[src/rtl/pps_pkg.sv]
// Shared constants and FSM state type for the phase report path.
// Defaults match the 4-channel, 29-bit phase, 50 MHz build.
package pps_pkg;
  localparam int NCH_DEF    = 4;
  localparam int PH_W_DEF   = 29;
  localparam int TO_CYC_DEF = 50_000_000;

  typedef enum logic {
    ST_IDLE,
    ST_SEND
  } state_t;
endpackage

[src/rtl/ph_report_sched_if.sv]
// Phase snapshot input, record handshake and status signals of ph_report_sched.
// master = scheduler side, slave = measurement/formatter side.
interface ph_report_sched_if #(
  parameter int NCH  = 4,
  parameter int PH_W = 29
);
  logic                i_ph_en;
  logic [NCH*PH_W-1:0] i_ph;
  logic [NCH-1:0]      i_ch_mask;
  logic                o_rec_valid;
  logic                i_rec_ready;
  logic [2:0]          o_rec_ch;
  logic [PH_W-1:0]     o_rec_ph;
  logic                o_rec_last;
  logic [7:0]          o_rec_seq;
  logic                o_busy;
  logic                o_overrun;
  logic                o_timeout;
  logic [7:0]          o_drop_cnt;

  modport master (
    input  i_ph_en, i_ph, i_ch_mask, i_rec_ready,
    output o_rec_valid, o_rec_ch, o_rec_ph, o_rec_last, o_rec_seq,
    output o_busy, o_overrun, o_timeout, o_drop_cnt
  );

  modport slave (
    output i_ph_en, i_ph, i_ch_mask, i_rec_ready,
    input  o_rec_valid, o_rec_ch, o_rec_ph, o_rec_last, o_rec_seq,
    input  o_busy, o_overrun, o_timeout, o_drop_cnt
  );
endinterface

[src/rtl/lsb_pick.sv]
// Lowest-set-bit encoder: index of the lowest set bit of vec plus an any flag.
// Purely combinational, no backpressure.
module lsb_pick #(
  parameter int N = 4
) (
  input  logic [N-1:0] vec,
  output logic [2:0]   idx,
  output logic         any
);
  always_comb begin
    idx = 3'd0;
    // Scan downwards so the lowest set bit is the last assignment.
    for (int i = N - 1; i >= 0; i--) begin
      if (vec[i]) idx = 3'(i);
    end
    any = |vec;
  end
endmodule

[src/rtl/ph_report_sched.sv]
// Freezes a phase snapshot per strobe and emits one record per enabled channel, lowest first.
// Strobe -> first record 1 cycle; 1 record/cycle with ready high; stalls hold outputs, watchdog aborts the frame.
module ph_report_sched
  import pps_pkg::*;
#(
  parameter int NCH    = NCH_DEF,
  parameter int PH_W   = PH_W_DEF,
  parameter int TO_CYC = TO_CYC_DEF
) (
  input  logic               i_clk,
  input  logic               i_rst,
  ph_report_sched_if.master  rep
);
  localparam int WD_W = (TO_CYC > 1) ? $clog2(TO_CYC) : 1;
  localparam logic [NCH-1:0] CH_ONE = NCH'(1);

  state_t              state;
  logic [NCH*PH_W-1:0] snap_ph;
  logic [NCH-1:0]      pending;
  logic [WD_W-1:0]     wd_cnt;
  logic                rec_valid;
  logic [2:0]          rec_ch;
  logic [PH_W-1:0]     rec_ph;
  logic                rec_last;
  logic [7:0]          rec_seq;
  logic                busy;
  logic                overrun;
  logic                timeout;
  logic [7:0]          drop_cnt;

  logic [NCH-1:0]      pick_in;
  logic [NCH-1:0]      pick_rest;
  logic [NCH*PH_W-1:0] pick_src;
  logic [PH_W-1:0]     pick_ph;
  logic [2:0]          pick_idx;
  logic                pick_any;
  logic                hs;

  // One encoder serves both the first pick (live mask) and the next pick (remaining pending).
  always_comb begin
    pick_in  = rep.i_ch_mask;
    pick_src = rep.i_ph;
    if (state == ST_SEND) begin
      pick_in  = pending & ~(CH_ONE << rec_ch);
      pick_src = snap_ph;
    end
  end

  lsb_pick #(.N(NCH)) u_pick (
    .vec (pick_in),
    .idx (pick_idx),
    .any (pick_any)
  );

  assign pick_rest = pick_in & ~(CH_ONE << pick_idx);
  assign pick_ph   = pick_src[int'(pick_idx)*PH_W +: PH_W];
  assign hs        = rec_valid & rep.i_rec_ready;

  always_ff @(posedge i_clk) begin
    if (i_rst) begin
      state     <= ST_IDLE;
      snap_ph   <= '0;
      pending   <= '0;
      wd_cnt    <= '0;
      rec_valid <= 1'b0;
      rec_ch    <= 3'd0;
      rec_ph    <= '0;
      rec_last  <= 1'b0;
      rec_seq   <= 8'd0;
      busy      <= 1'b0;
      overrun   <= 1'b0;
      timeout   <= 1'b0;
      drop_cnt  <= 8'd0;
    end else begin
      overrun <= 1'b0;
      timeout <= 1'b0;
      if (rep.i_ph_en && state == ST_SEND) begin
        overrun <= 1'b1;
        if (drop_cnt != 8'hFF) drop_cnt <= drop_cnt + 8'd1;
      end

      case (state)
        ST_IDLE: begin
          wd_cnt <= '0;
          if (rep.i_ph_en && pick_any) begin
            snap_ph   <= rep.i_ph;
            pending   <= rep.i_ch_mask;
            rec_ch    <= pick_idx;
            rec_ph    <= pick_ph;
            rec_last  <= (pick_rest == '0);
            rec_valid <= 1'b1;
            busy      <= 1'b1;
            state     <= ST_SEND;
          end
        end

        ST_SEND: begin
          if (hs) begin
            wd_cnt  <= '0;
            pending <= pick_in;
            if (pick_any) begin
              rec_ch   <= pick_idx;
              rec_ph   <= pick_ph;
              rec_last <= (pick_rest == '0);
            end else begin
              rec_valid <= 1'b0;
              rec_last  <= 1'b0;
              busy      <= 1'b0;
              rec_seq   <= rec_seq + 8'd1;
              state     <= ST_IDLE;
            end
          end else if (wd_cnt == WD_W'(TO_CYC - 1)) begin
            // Abort still consumes the frame number so the host sees the gap.
            timeout   <= 1'b1;
            wd_cnt    <= '0;
            pending   <= '0;
            rec_valid <= 1'b0;
            rec_last  <= 1'b0;
            busy      <= 1'b0;
            rec_seq   <= rec_seq + 8'd1;
            state     <= ST_IDLE;
          end else begin
            wd_cnt <= wd_cnt + WD_W'(1);
          end
        end

        default: state <= ST_IDLE;
      endcase
    end
  end

  assign rep.o_rec_valid = rec_valid;
  assign rep.o_rec_ch    = rec_ch;
  assign rep.o_rec_ph    = rec_ph;
  assign rep.o_rec_last  = rec_last;
  assign rep.o_rec_seq   = rec_seq;
  assign rep.o_busy      = busy;
  assign rep.o_overrun   = overrun;
  assign rep.o_timeout   = timeout;
  assign rep.o_drop_cnt  = drop_cnt;
endmodule

[src/flat_wrapper.sv]
// flat-port wrapper written by rule: the top's interface ports become plain ports
module ph_report_sched_flat import pps_pkg::*;
#(
  parameter int NCH    = NCH_DEF,
  parameter int PH_W   = PH_W_DEF,
  parameter int TO_CYC = TO_CYC_DEF
)
  (i_clk, i_rst, rep_i_ph_en, rep_i_ph, rep_i_ch_mask, rep_i_rec_ready, rep_o_rec_valid, rep_o_rec_ch, rep_o_rec_ph, rep_o_rec_last, rep_o_rec_seq, rep_o_busy, rep_o_overrun, rep_o_timeout, rep_o_drop_cnt);
  ph_report_sched_if #(.NCH(NCH), .PH_W(PH_W)) rep_i ();
  input  logic i_clk;
  input  logic i_rst;
  input wire logic [$bits(rep_i.i_ph_en)-1:0] rep_i_ph_en;
  input wire logic [$bits(rep_i.i_ph)-1:0] rep_i_ph;
  input wire logic [$bits(rep_i.i_ch_mask)-1:0] rep_i_ch_mask;
  input wire logic [$bits(rep_i.i_rec_ready)-1:0] rep_i_rec_ready;
  output wire logic [$bits(rep_i.o_rec_valid)-1:0] rep_o_rec_valid;
  output wire logic [$bits(rep_i.o_rec_ch)-1:0] rep_o_rec_ch;
  output wire logic [$bits(rep_i.o_rec_ph)-1:0] rep_o_rec_ph;
  output wire logic [$bits(rep_i.o_rec_last)-1:0] rep_o_rec_last;
  output wire logic [$bits(rep_i.o_rec_seq)-1:0] rep_o_rec_seq;
  output wire logic [$bits(rep_i.o_busy)-1:0] rep_o_busy;
  output wire logic [$bits(rep_i.o_overrun)-1:0] rep_o_overrun;
  output wire logic [$bits(rep_i.o_timeout)-1:0] rep_o_timeout;
  output wire logic [$bits(rep_i.o_drop_cnt)-1:0] rep_o_drop_cnt;
  assign rep_i.i_ph_en = rep_i_ph_en;
  assign rep_i.i_ph = rep_i_ph;
  assign rep_i.i_ch_mask = rep_i_ch_mask;
  assign rep_i.i_rec_ready = rep_i_rec_ready;
  assign rep_o_rec_valid = rep_i.o_rec_valid;
  assign rep_o_rec_ch = rep_i.o_rec_ch;
  assign rep_o_rec_ph = rep_i.o_rec_ph;
  assign rep_o_rec_last = rep_i.o_rec_last;
  assign rep_o_rec_seq = rep_i.o_rec_seq;
  assign rep_o_busy = rep_i.o_busy;
  assign rep_o_overrun = rep_i.o_overrun;
  assign rep_o_timeout = rep_i.o_timeout;
  assign rep_o_drop_cnt = rep_i.o_drop_cnt;
  ph_report_sched #(.NCH(NCH), .PH_W(PH_W), .TO_CYC(TO_CYC)) u_core (.i_clk(i_clk), .i_rst(i_rst), .rep(rep_i));
endmodule
[config.mk]
export PLATFORM = sky130hd
export DESIGN_NAME = ph_report_sched_flat
export DESIGN_NICKNAME = d
export VERILOG_FILES = /design/src/rtl/pps_pkg.sv /design/src/rtl/ph_report_sched_if.sv /design/src/rtl/lsb_pick.sv /design/src/rtl/ph_report_sched.sv /design/src/flat_wrapper.sv
export SDC_FILE = /design/constraint.sdc
export NUM_CORES = 1
export LEC_CHECK = 0
export ABC_AREA = 1
export CORE_MARGIN = 2
export CORE_UTILIZATION = 52
export DETAILED_ROUTE_END_ITERATION = 8
export PLACE_DENSITY = 0.79
export SYNTH_ARGS = -nofsm -noshare
export SYNTH_HDL_FRONTEND = slang
export SYNTH_SLANG_ARGS = --single-unit
export TNS_END_PERCENT = 20
[constraint.sdc]
create_clock -name i_clk -period 3 [get_ports i_clk]
set_input_delay 0.45 -clock i_clk [delete_from_list [all_inputs] [get_ports i_clk]]
set_output_delay 0.45 -clock i_clk [all_outputs]
set_load 0.01 [all_outputs]
==> metrics.md, run 1 <==
| Metric | Value |
|---|---|
| CP startpoint | `u_core.wd_cnt[0]$_SDFF_PP0_` |
| I/O Buffers | `175` |
| Crit. End Element | `register` |
| Mapped Area | `10200 sq um` |
| DR WL/cell | `15.0 microns` |
| Starting Density | `0.527` |
| Peak VDD IR | `452 uV` |
| CP Data Arrival Time | `2.56 ns` |
| Worst skew pair latency | `0.44 ns` |
| Top layer used by detailed routing | `met4` |
| CTS buffer count | `17` |
| Post-synth top area cell | `dfxtp_1` |
| Post-CTS resize count | `0` |
| Pwr per Cell Area | `566 nW/um^2` |
| CTS H-tree depth | `4` |
| CTS max path bufs | `2` |
| Post-synthesis adder-cell area fraction | `0.00368` |
| Yosys top cell area share | `0.389` |
| Worst slew pin tran | `1.04 ns` |
| R2R Setup Slk | `0.74 ns` |
| Gpl congestion | `0.897` |
| Die Wd | `144 microns` |
| Post-Layout Cell Count | `1915` |
| Final Util | `0.655` |
| Pin count of the biggest net entering global routing | `113` |
| Die height | `144 microns` |
| Final setup fails | `0` |
| P_leak | `5.32 nW` |
| XOR/XNOR share of the synthesized area | `0.0138` |
| # hold bufs at CTS | `0` |
| F_max | `0.443 GHz` |
| Clock sinks | `198` |
| Yosys warns | `0` |
| Leading post-synthesis cells by cell area | `dfxtp_1 (39%), nand2_1 (15%), a21oi_1 (8.6%)` |
| Area of the core | `19300 sq um` |
| Outcome | `complete, no violations` |
| Max_cap viols | `0` |
| RSZ-0062 raised after global routing | `no` |
| Syn Nets | `1646` |
| Vias in the first global route | `8962` |
| Initial antenna violation count | `0` |
| Metal3 WL | `1.77 mm` |
| Critical Path End | `u_core.rep.o_rec_seq[2]$_SDFFE_PP0P_` |
| Detailed-router iteration count before antenna repair | `5` |
| Sequential-to-total area share from yosys stat | `0.389` |
| CP required | `3.30 ns` |
| Worst Path Max Fanout | `10` |
| R2r startpoint | `u_core.wd_cnt[0]$_SDFF_PP0_` |
| Path type of the worst min-delay path | `in -> reg` |
| Crit path time final | `2.26 ns` |
| Met1 Wirelength | `12.9 mm` |
| Synthesized area per cell | `6.71 sq um` |
| Initial DRC count | `939` |
| CP Class | `reg -> reg` |
| FF-to-FF End | `u_core.rep.o_rec_seq[2]$_SDFFE_PP0P_` |
| Via count | `10.2k` |
| Mux contribution to synthesized area | `0.0570` |
| Global route total overflow | `0` |
| Slew HR | `0.309` |
| Clock tree from TritonCTS | `done` |
| Synthesis-to-finish area growth | `24.2%` |
| Worst-path clk slew | `0.07 ns` |
| Routed wl met2 | `13.3 mm` |
| Cell Rows | `51` |
| Post-CTS setup buffers | `0` |
| Routed WL | `28.8 mm` |
| Layout Nets | `1763` |
| Worst Hold Launch | `i_rst` |
| Number of remaining DRC errors | `0` |
| Reg2Reg Depth | `10` |
| Final max-slew violation count | `0` |
| Synth cell types | `32` |
| HPWL Detailed | `19.7 mm` |
| Layout cells sized above 1 | `0.0455` |
| IO Count | `177` |
| Final ANT Viol Nets | `0` |
| Detailed-route vias per instance | `5.32` |
| CP Launch Type | `register` |
| Largest family of logic cells by synthesized area | `simple AND/OR/NAND/NOR gates` |
| Pre-CTS setup slack | `0.486 ns` |
| Cells after DPL | `1882` |
| Synth Area in Simple Gates | `0.282` |
| CTS root buf | `clkbuf_16` |
| Setup ws final | `0.744 ns` |
| Yosys reg bits | `198` |
| Final hold vios | `0` |
| Final Cycle Share | `0.752` |
| First-pass GRT wire length | `44.6 mm` |
| All-Layer GR Usage | `0.273` |
| Compound-Gate Fraction of Synth Area | `0.147` |
| Setup_tns | `0 ns` |
| Die ar. | `20700 sq um` |
| Mapped Cells | `1519` |
| Clock skew | `0.00757 ns` |
-- cell families (layout without fill, tap and decap cells) --
| logic type | Yosys count | in the layout |
|---|---|---|
| AO/OA/AOI/OAI | 296 | 296 |
| XOR/XNOR | 16 | 16 |
| adder cells (fa/ha/maj) | 3 | 3 |
| buffers and inverters | 259 | 389 |
| flip-flops | 198 | 198 |
| multiplexers | 58 | 58 |
| other | 1 | 2 |
| AND/OR/NAND/NOR | 688 | 688 |
-- worst min-delay path by stage --
stage                                                 to  slack, ns  depth (start not counted)
global route        u_core.rep.o_rec_ph[11]$_SDFFE_PP0P_       0.42                          4
finish              u_core.rep.o_rec_ph[13]$_SDFFE_PP0P_       0.41                          4
detailed placement      u_core.snap_ph[107]$_SDFFE_PP0P_       0.44                          2
floorplan               u_core.snap_ph[100]$_SDFFE_PP0P_       0.42                          2
CTS                 u_core.rep.o_rec_ph[13]$_SDFFE_PP0P_       0.40                          4
global placement         u_core.snap_ph[59]$_SDFFE_PP0P_       0.43                          2
-- flip-flops by register name (all words and copies together), names as in the netlist, 2 cells and up --
| register | cells |
|---|---|
| u_core.pending | 4 |
| u_core.rep.o_drop_cnt | 8 |
| u_core.rep.o_rec_ch | 2 |
| u_core.rep.o_rec_ph | 29 |
| u_core.rep.o_rec_seq | 8 |
| u_core.snap_ph | 116 |
| u_core.wd_cnt | 26 |
-- layout make-up --
class	count	area, sq um
Clock buffer	19	433
Timing Repair Buffer	197	1960
Multi-Input combinational cell	1062	5140
Antenna cell	1	2.50
Inverter	160	601
Tap cell	265	332
Fill cell	1745	6670
Clock inverter	13	218
Sequential cell	198	3970
-- cell usage after synthesis --
| cell type | n |
|---|---|
| nand2_1 | 413 |
| dfxtp_1 | 198 |
| a21oi_1 | 176 |
| inv_1 | 156 |
| nand3_1 | 152 |
| o21ai_0 | 116 |
| nor2_1 | 84 |
| mux2i_1 | 58 |
| clkbuf_1 | 45 |
| buf_2 | 39 |
| nor3_1 | 10 |
| or2_2 | 9 |
| xor2_1 | 9 |
| nand4_1 | 8 |
| buf_4 | 7 |
| xnor2_1 | 7 |
| buf_6 | 6 |
| inv_2 | 4 |
| nand2_2 | 4 |
| ha_1 | 3 |
| nor3b_1 | 3 |
| buf_1 | 2 |
| a31oi_1 | 1 |
| and3_1 | 1 |
| conb_1 | 1 |
| nand3_4 | 1 |
| nor2_2 | 1 |
| nor2_4 | 1 |
| nor4_1 | 1 |
| o211ai_2 | 1 |
| o21a_1 | 1 |
| o31ai_1 | 1 |
-- metrics by stage --
stage	cell area (sq um)	power (mW)	hold slack, ns
final	12700	7.16	0.410
after global routing	12700	7.48	0.423
after CTS	12700	7.17	0.401
after detailed placement	12000	4.64	0.439
after global placement	12000	4.60	0.432
after floorplan	10200	4.01	0.425
-- routing by layer --
metal	GRT usage	vias to the layer above
li1	-	5123
met2	0.434	352
met5	0	-
met1	0.375	4659
met4	0.104	0
met3	0.0430	51
-- critical path, stage by stage (launching register included) --
cell,delay [ns]
dfxtp_1,0.38
ha_1,0.26
nand2_1,0.11
nor2_1,0.25
nand2_1,0.22
nor2_1,0.13
nand3_1,0.19
nand2_2,0.25
nand2_2,0.17
nand2_1,0.11
a21oi_1,0.06
-- cell usage in the layout, fill, tap and decap left out, drive strengths merged, types with 3 or more instances in the layout --
cell type / Yosys / final
ha: 3 / 3
nand2: 417 / 417
mux2i: 58 / 58
clkdlybuf4s50: 0 / 174
nor3: 10 / 10
nor3b: 3 / 3
nand4: 8 / 8
nand3: 153 / 153
clkinv: 0 / 3
o21ai: 116 / 116
or2: 9 / 9
clkbuf: 45 / 19
a21oi: 176 / 176
xor2: 9 / 9
xnor2: 7 / 7
dfxtp: 198 / 198
nor2: 86 / 86
bufinv: 0 / 5
buf: 54 / 23
inv: 160 / 164
-- report_power, final --
group,switching [mW],leakage [nW],total (mW),internal (mW)
combinational,0.987,3.38,1.65,0.665
sequential,0.106,1.63,2.95,2.85
clock,1.06,0.315,2.55,1.50
Power figures use the tool's default switching activity.
==> run 2: changes to the inputs <==
- clock period: 3 -> 2.2 ns (I/O delays scaled with it)
==> metrics.md, run 2 (synthesized netlist as in run 1, its figures left out) <==
| Metric | Value |
|---|---|
| CTS buffer count | `17 (unchanged)` |
| Final Cycle Share | `0.874 (+0.123)` |
| Crit. End Element | `register` |
| Pre-CTS setup slack | `0.0768 ns (-0.410 ns)` |
| Tot Pwr | `9.64 mW (+35%)` |
| Die ar. | `20700 sq um (unchanged)` |
| Detailed-route vias per instance | `5.39 (+1.3%)` |
| Antenna diodes | `0 (-1)` |
| Post-DP Area | `12300 sq um (+2.3%)` |
| CP Class | `reg -> reg` |
| Clock sinks | `198 (unchanged)` |
| Fill cells | `1699 (-2.6%)` |
| First-pass GRT wire length | `45.5 mm (+2.0%)` |
| Peak VDD IR | `600 uV (+33%)` |
| Outcome | `complete, no violations` |
| Die height | `144 microns (unchanged)` |
| Slew HR | `0.232 (-0.0768)` |
| Synthesis-to-finish area growth | `26.4%` |
| CP Launch Type | `register` |
| Initial antenna violation count | `0 (unchanged)` |
| Starting Density | `0.527 (unchanged)` |
| CP Data Arrival Time | `2.29 ns (-0.27 ns)` |
| Number of remaining DRC errors | `0 (unchanged)` |
| Layout Nets | `1779 (+0.91%)` |
| Storage cell area | `3970 sq um (unchanged)` |
| F_max | `0.520 GHz (+17%)` |
| Routed WL | `28.8 mm (about the same)` |
| Clock skew | `0.0100 ns (+0.00245 ns)` |
| Post-CTS resize count | `0 (unchanged)` |
| Worst Path Max Fanout | `18 (+8)` |
| Initial DRC count | `948 (+0.96%)` |
| Biggest register | `u_core.snap_ph` |
| Final ANT Viol Nets | `0 (unchanged)` |
| P_leak | `5.44 nW (+2.1%)` |
| HPWL Detailed | `19.9 mm (+1.2%)` |
| Layout cells sized above 1 | `0.0553 (+0.00977)` |
| Clock tree from TritonCTS | `done` |
| CTS H-tree depth | `4 (unchanged)` |
| Most common cell after layout, fill and taps aside | `nand2_1` |
| I/O Buffers | `175 (unchanged)` |
| Cell Rows | `51 (unchanged)` |
| IO Count | `177 (unchanged)` |
| Final setup fails | `0 (unchanged)` |
| Area of the core | `19300 sq um (unchanged)` |
| Crit path time final | `1.92 ns (-0.332 ns)` |
| # hold bufs at CTS | `0 (unchanged)` |
| Pin count of the biggest net entering global routing | `106 (-6.2%)` |
| Hold Slack | `0.447 ns (+0.0371 ns)` |
| Most frequent cells in the layout | `nand2_1 (413), dfxtp_1 (197), a21oi_1 (176), clkdlybuf4s50_1 (174), inv_1 (155)` |
| Finished Cell Area | `12900 sq um (+1.7%)` |
| Path type of the worst min-delay path | `reg -> reg` |
| Worst skew pair latency | `0.44 ns (about the same)` |
| CP required | `2.56 ns (-0.74 ns)` |
| Post-CTS setup buffers | `0 (unchanged)` |
| Setup ws final | `0.276 ns (-0.468 ns)` |
| Worst slew pin tran | `1.15 ns (+0.115 ns)` |
| Worst-path clk slew | `0.08 ns (about the same)` |
| Max_cap viols | `0 (unchanged)` |
| Setup_tns | `0 ns (unchanged)` |
| CTS max path bufs | `2 (unchanged)` |
| All-Layer GR Usage | `0.275 (+0.00172)` |
| Gpl congestion | `0.920 (+2.6%)` |
| Final max-slew violation count | `0 (unchanged)` |
| Via count | `10.4k (+2.1%)` |
| Global route total overflow | `0 (unchanged)` |
| Max FFs per register | `116 (unchanged)` |
| Die Wd | `144 microns (unchanged)` |
| DR WL/cell | `14.9 microns (-0.84%)` |
| Pwr per Cell Area | `749 nW/um^2 (+32%)` |
| Final hold vios | `0 (unchanged)` |
| RSZ-0062 raised after global routing | `no` |
| Multi-input logic area | `5140 sq um (unchanged)` |
| CTS root buf | `clkbuf_16` |
| Vias in the first global route | `9187 (+2.5%)` |
| Detailed-router iteration count before antenna repair | `6 (+1)` |
==> run 2: cell count changes in the layout (fill, tap and decap cells not counted), sizes merged <==
cell / delta
bufinv: -3
inv: +2
clkinv: +1
buf: +16
diode: -1
==> run 2: layout make-up <==
class,instances,area share
multi-input cells,1062,0.399
flip-flops and latches,198,0.308
repair buffers,213,0.173
inverters,160,0.0466
clock buffers,19,0.0344
well taps,265,0.0257
clock inverters,13,0.0124
==> run 2: layer usage <==
layer,track usage,share of wire,vias to the layer above,wire length (microns)
met2,0.439,0.46,414,13200
met1,0.382,0.44,4783,12700
met3,0.0417,0.072,44,2080
li1,-,-,5158,-
met5,0,0,-,0
met4,0.0918,0.025,0,711
==> run 2: worst max-delay path, cell delays in order, from the launching register on <==
cell     delay (ns)
dfxtp_4        0.42
inv_2          0.10
nand2_1        0.08
nand2_1        0.13
nor2_4         0.19
buf_4          0.25
nand3_1        0.11
nand2_1        0.15
buf_4          0.19
nand3_1        0.08
a21oi_1        0.14
==> run 2: final timing paths <==
| path | from | to | slack [ns] | depth (start not counted) |
|---|---|---|---|---|
| setup / recovery | u_core.state$_SDFF_PP0_ | u_core.rep.o_rec_seq[6]$_SDFFE_PP0P_ | 0.28 | 10 |
| hold / removal | u_core.snap_ph[112]$_SDFFE_PP0P_ | u_core.snap_ph[112]$_SDFFE_PP0P_ | 0.45 | 2 |
| setup reg to reg | u_core.state$_SDFF_PP0_ | u_core.rep.o_rec_seq[6]$_SDFFE_PP0P_ | 0.28 | 10 |
| hold reg to reg | u_core.snap_ph[112]$_SDFFE_PP0P_ | u_core.snap_ph[112]$_SDFFE_PP0P_ | 0.45 | 2 |
==> run 2: metrics by stage <==
stage | utilization | instances
after floorplan | - | 1519
after CTS | 0.666 | 1930
after global placement | 0.635 | 1898
final | 0.666 | 1930
after detailed placement | 0.635 | 1898
after global routing | 0.666 | 1930
==> run 2: where the power goes <==
part / total [mW] / leakage [nW] / switching (mW) / internal (mW)
Sequential: 4.03 / 1.63 / 0.146 / 3.88
Combinational: 2.37 / 3.52 / 1.37 / 1.01
Clock: 3.24 / 0.293 / 1.50 / 1.75
==> run 3: changes to the inputs <==
- CORE_ASPECT_RATIO: unset -> 0.7
- GPL_ROUTABILITY_DRIVEN: unset -> 0
- clock period: 2.2 -> 1.9 ns (I/O delays scaled with it)
==> metrics.md, run 3 (synthesized netlist as in run 1, its figures left out) <==
| Metric | Value |
|---|---|
| Worst-path clk slew | `0.08 ns (about the same)` |
| Die ar. | `20800 sq um (about the same)` |
| Fill cells | `1629 (-4.1%)` |
| Clock tree from TritonCTS | `done` |
| All-Layer GR Usage | `0.280 (+0.00467)` |
| Initial antenna violation count | `0 (unchanged)` |
| Layout cells sized above 1 | `0.0650 (+0.00978)` |
| Initial DRC count | `1213 (+28%)` |
| Max_cap viols | `0 (unchanged)` |
| Biggest register | `u_core.snap_ph` |
| Final setup fails | `0 (unchanged)` |
| RSZ-0062 raised after global routing | `yes` |
| I/O Buffers | `175 (unchanged)` |
| Via count | `10.4k (-0.37%)` |
| Path type of the worst min-delay path | `in -> reg` |
| Post-DP Area | `12400 sq um (+1.2%)` |
| # hold bufs at CTS | `0 (unchanged)` |
| Hold Slack | `0.320 ns (-0.127 ns)` |
| Die Wd | `171 microns (+19%)` |
| Pwr per Cell Area | `853 nW/um^2 (+14%)` |
| Cell Rows | `42 (-18%)` |
| Final max-slew violation count | `0 (unchanged)` |
| CTS root buf | `clkbuf_16` |
| Crit path time final | `1.77 ns (-0.150 ns)` |
| Cells after DPL | `1908 (+0.53%)` |
| Most frequent cells in the layout | `nand2_1 (412), dfxtp_1 (197), a21oi_1 (175), clkdlybuf4s50_1 (174), inv_1 (155)` |
| Number of remaining DRC errors | `0 (unchanged)` |
| HPWL Detailed | `20.1 mm (+0.63%)` |
| Peak VDD IR | `543 uV (-9.5%)` |
| Worst skew pair latency | `0.44 ns (about the same)` |
| Vias in the first global route | `9290 (+1.1%)` |
| Clock sinks | `198 (unchanged)` |
| Final Cycle Share | `0.933 (+0.0589)` |
| Setup ws final | `0.127 ns (-0.150 ns)` |
| Pre-CTS setup slack | `-0.0667 ns (-0.143 ns)` |
| Post-CTS setup buffers | `0 (unchanged)` |
| Routed WL | `29.3 mm (+1.8%)` |
| Synthesis-to-finish area growth | `27.8%` |
| IO Count | `177 (unchanged)` |
| Final Util | `0.683 (+0.0166)` |
| CP Data Arrival Time | `2.15 ns (-0.14 ns)` |
| Pin count of the biggest net entering global routing | `113 (+6.6%)` |
| Detailed-router iteration count before antenna repair | `5 (-1)` |
| CTS H-tree depth | `4 (unchanged)` |
| Finished Cell Area | `13000 sq um (+1.1%)` |
| Max FFs per register | `116 (unchanged)` |
| DR WL/cell | `15.1 microns (+1.3%)` |
| Tot Pwr | `11.1 mW (+15%)` |
| P_leak | `5.51 nW (+1.4%)` |
| Most common cell after layout, fill and taps aside | `nand2_1` |
| Final ANT Viol Nets | `0 (unchanged)` |
| First-pass GRT wire length | `45.9 mm (+0.88%)` |
| CP required | `2.28 ns (-0.28 ns)` |
| CTS buffer count | `17 (unchanged)` |
| Area of the core | `19100 sq um (-1.3%)` |
| CTS max path bufs | `2 (unchanged)` |
| Post-Layout Cell Count | `1940 (+0.52%)` |
| Crit. End Element | `register` |
| F_max | `0.564 GHz (+8.5%)` |
| Clock skew | `0.0122 ns (+0.00217 ns)` |
| CP Launch Type | `register` |
| Outcome | `complete, no violations` |
| Starting Density | `0.534 (+0.00716)` |
| Worst Path Max Fanout | `5 (-13)` |
| Detailed-route vias per instance | `5.34 (-0.88%)` |
| Layout Nets | `1790 (+0.62%)` |
| Setup_tns | `0 ns (unchanged)` |
| Die height | `121 microns (-16%)` |
| Final hold vios | `0 (unchanged)` |
| CP Class | `reg -> reg` |
| Global route total overflow | `0 (unchanged)` |
| Antenna diodes | `0 (unchanged)` |
run 3: worst max-delay path: stages, from the launching register on:
cell and delay [ns]:
dfxtp_1 0.35, inv_1 0.10, nor3_1 0.39, nand2_1 0.18
nor2_1 0.20, nand2_1 0.10, or2_2 0.28, a21oi_1 0.12
run 3: path summary, 6_finish.rpt:
path                                                       start                          endpoint  slack (ns)  depth (start not counted)
worst max-delay path                 u_core.wd_cnt[3]$_SDFF_PP0_      u_core.wd_cnt[25]$_SDFF_PP0_        0.13                          7
worst min-delay path                                       i_rst  u_core.snap_ph[104]$_SDFFE_PP0P_        0.32                          4
worst min register to register  u_core.snap_ph[101]$_SDFFE_PP0P_  u_core.snap_ph[101]$_SDFFE_PP0P_        0.45                          2
worst max register to register       u_core.wd_cnt[3]$_SDFF_PP0_      u_core.wd_cnt[25]$_SDFF_PP0_        0.13                          7
run 3: layer usage:
layer  share of wire  wire, microns  track usage  vias up
met5               0              0            0        -
met4           0.018            515       0.0816        0
met3           0.082           2400       0.0590       41
met2            0.45          13100        0.436      383
met1            0.45          13300        0.390     4762
li1                -              -            -     5175
run 3: cell type report:
class / instances / area [sq um] / share of cell area
clock buffers: 17 / 425 / 0.0327
clock inverters: 15 / 164 / 0.0126
inverters: 160 / 601 / 0.0461
multi-input cells: 1062 / 5160 / 0.396
flip-flops and latches: 198 / 3970 / 0.305
well taps: 264 / 330 / 0.0254
repair buffers: 224 / 2380 / 0.183
run 3: where the power goes:
group | internal [mW] | leakage (nW) | switching, mW
registers | 4.49 | 1.63 | 0.179
clock network | 1.87 | 0.289 | 1.79
logic | 1.21 | 3.60 | 1.57
total | 7.58 | 5.51 | 3.53
run 3: repair_timing:
| action | 4_1_cts | 5_1_grt |
|---|---|---|
| endpoints found under the hold margin | 0 | 0 |
| setup endpoints to repair | 0 | 45 |
| gates resized for setup | 0 | 4 |
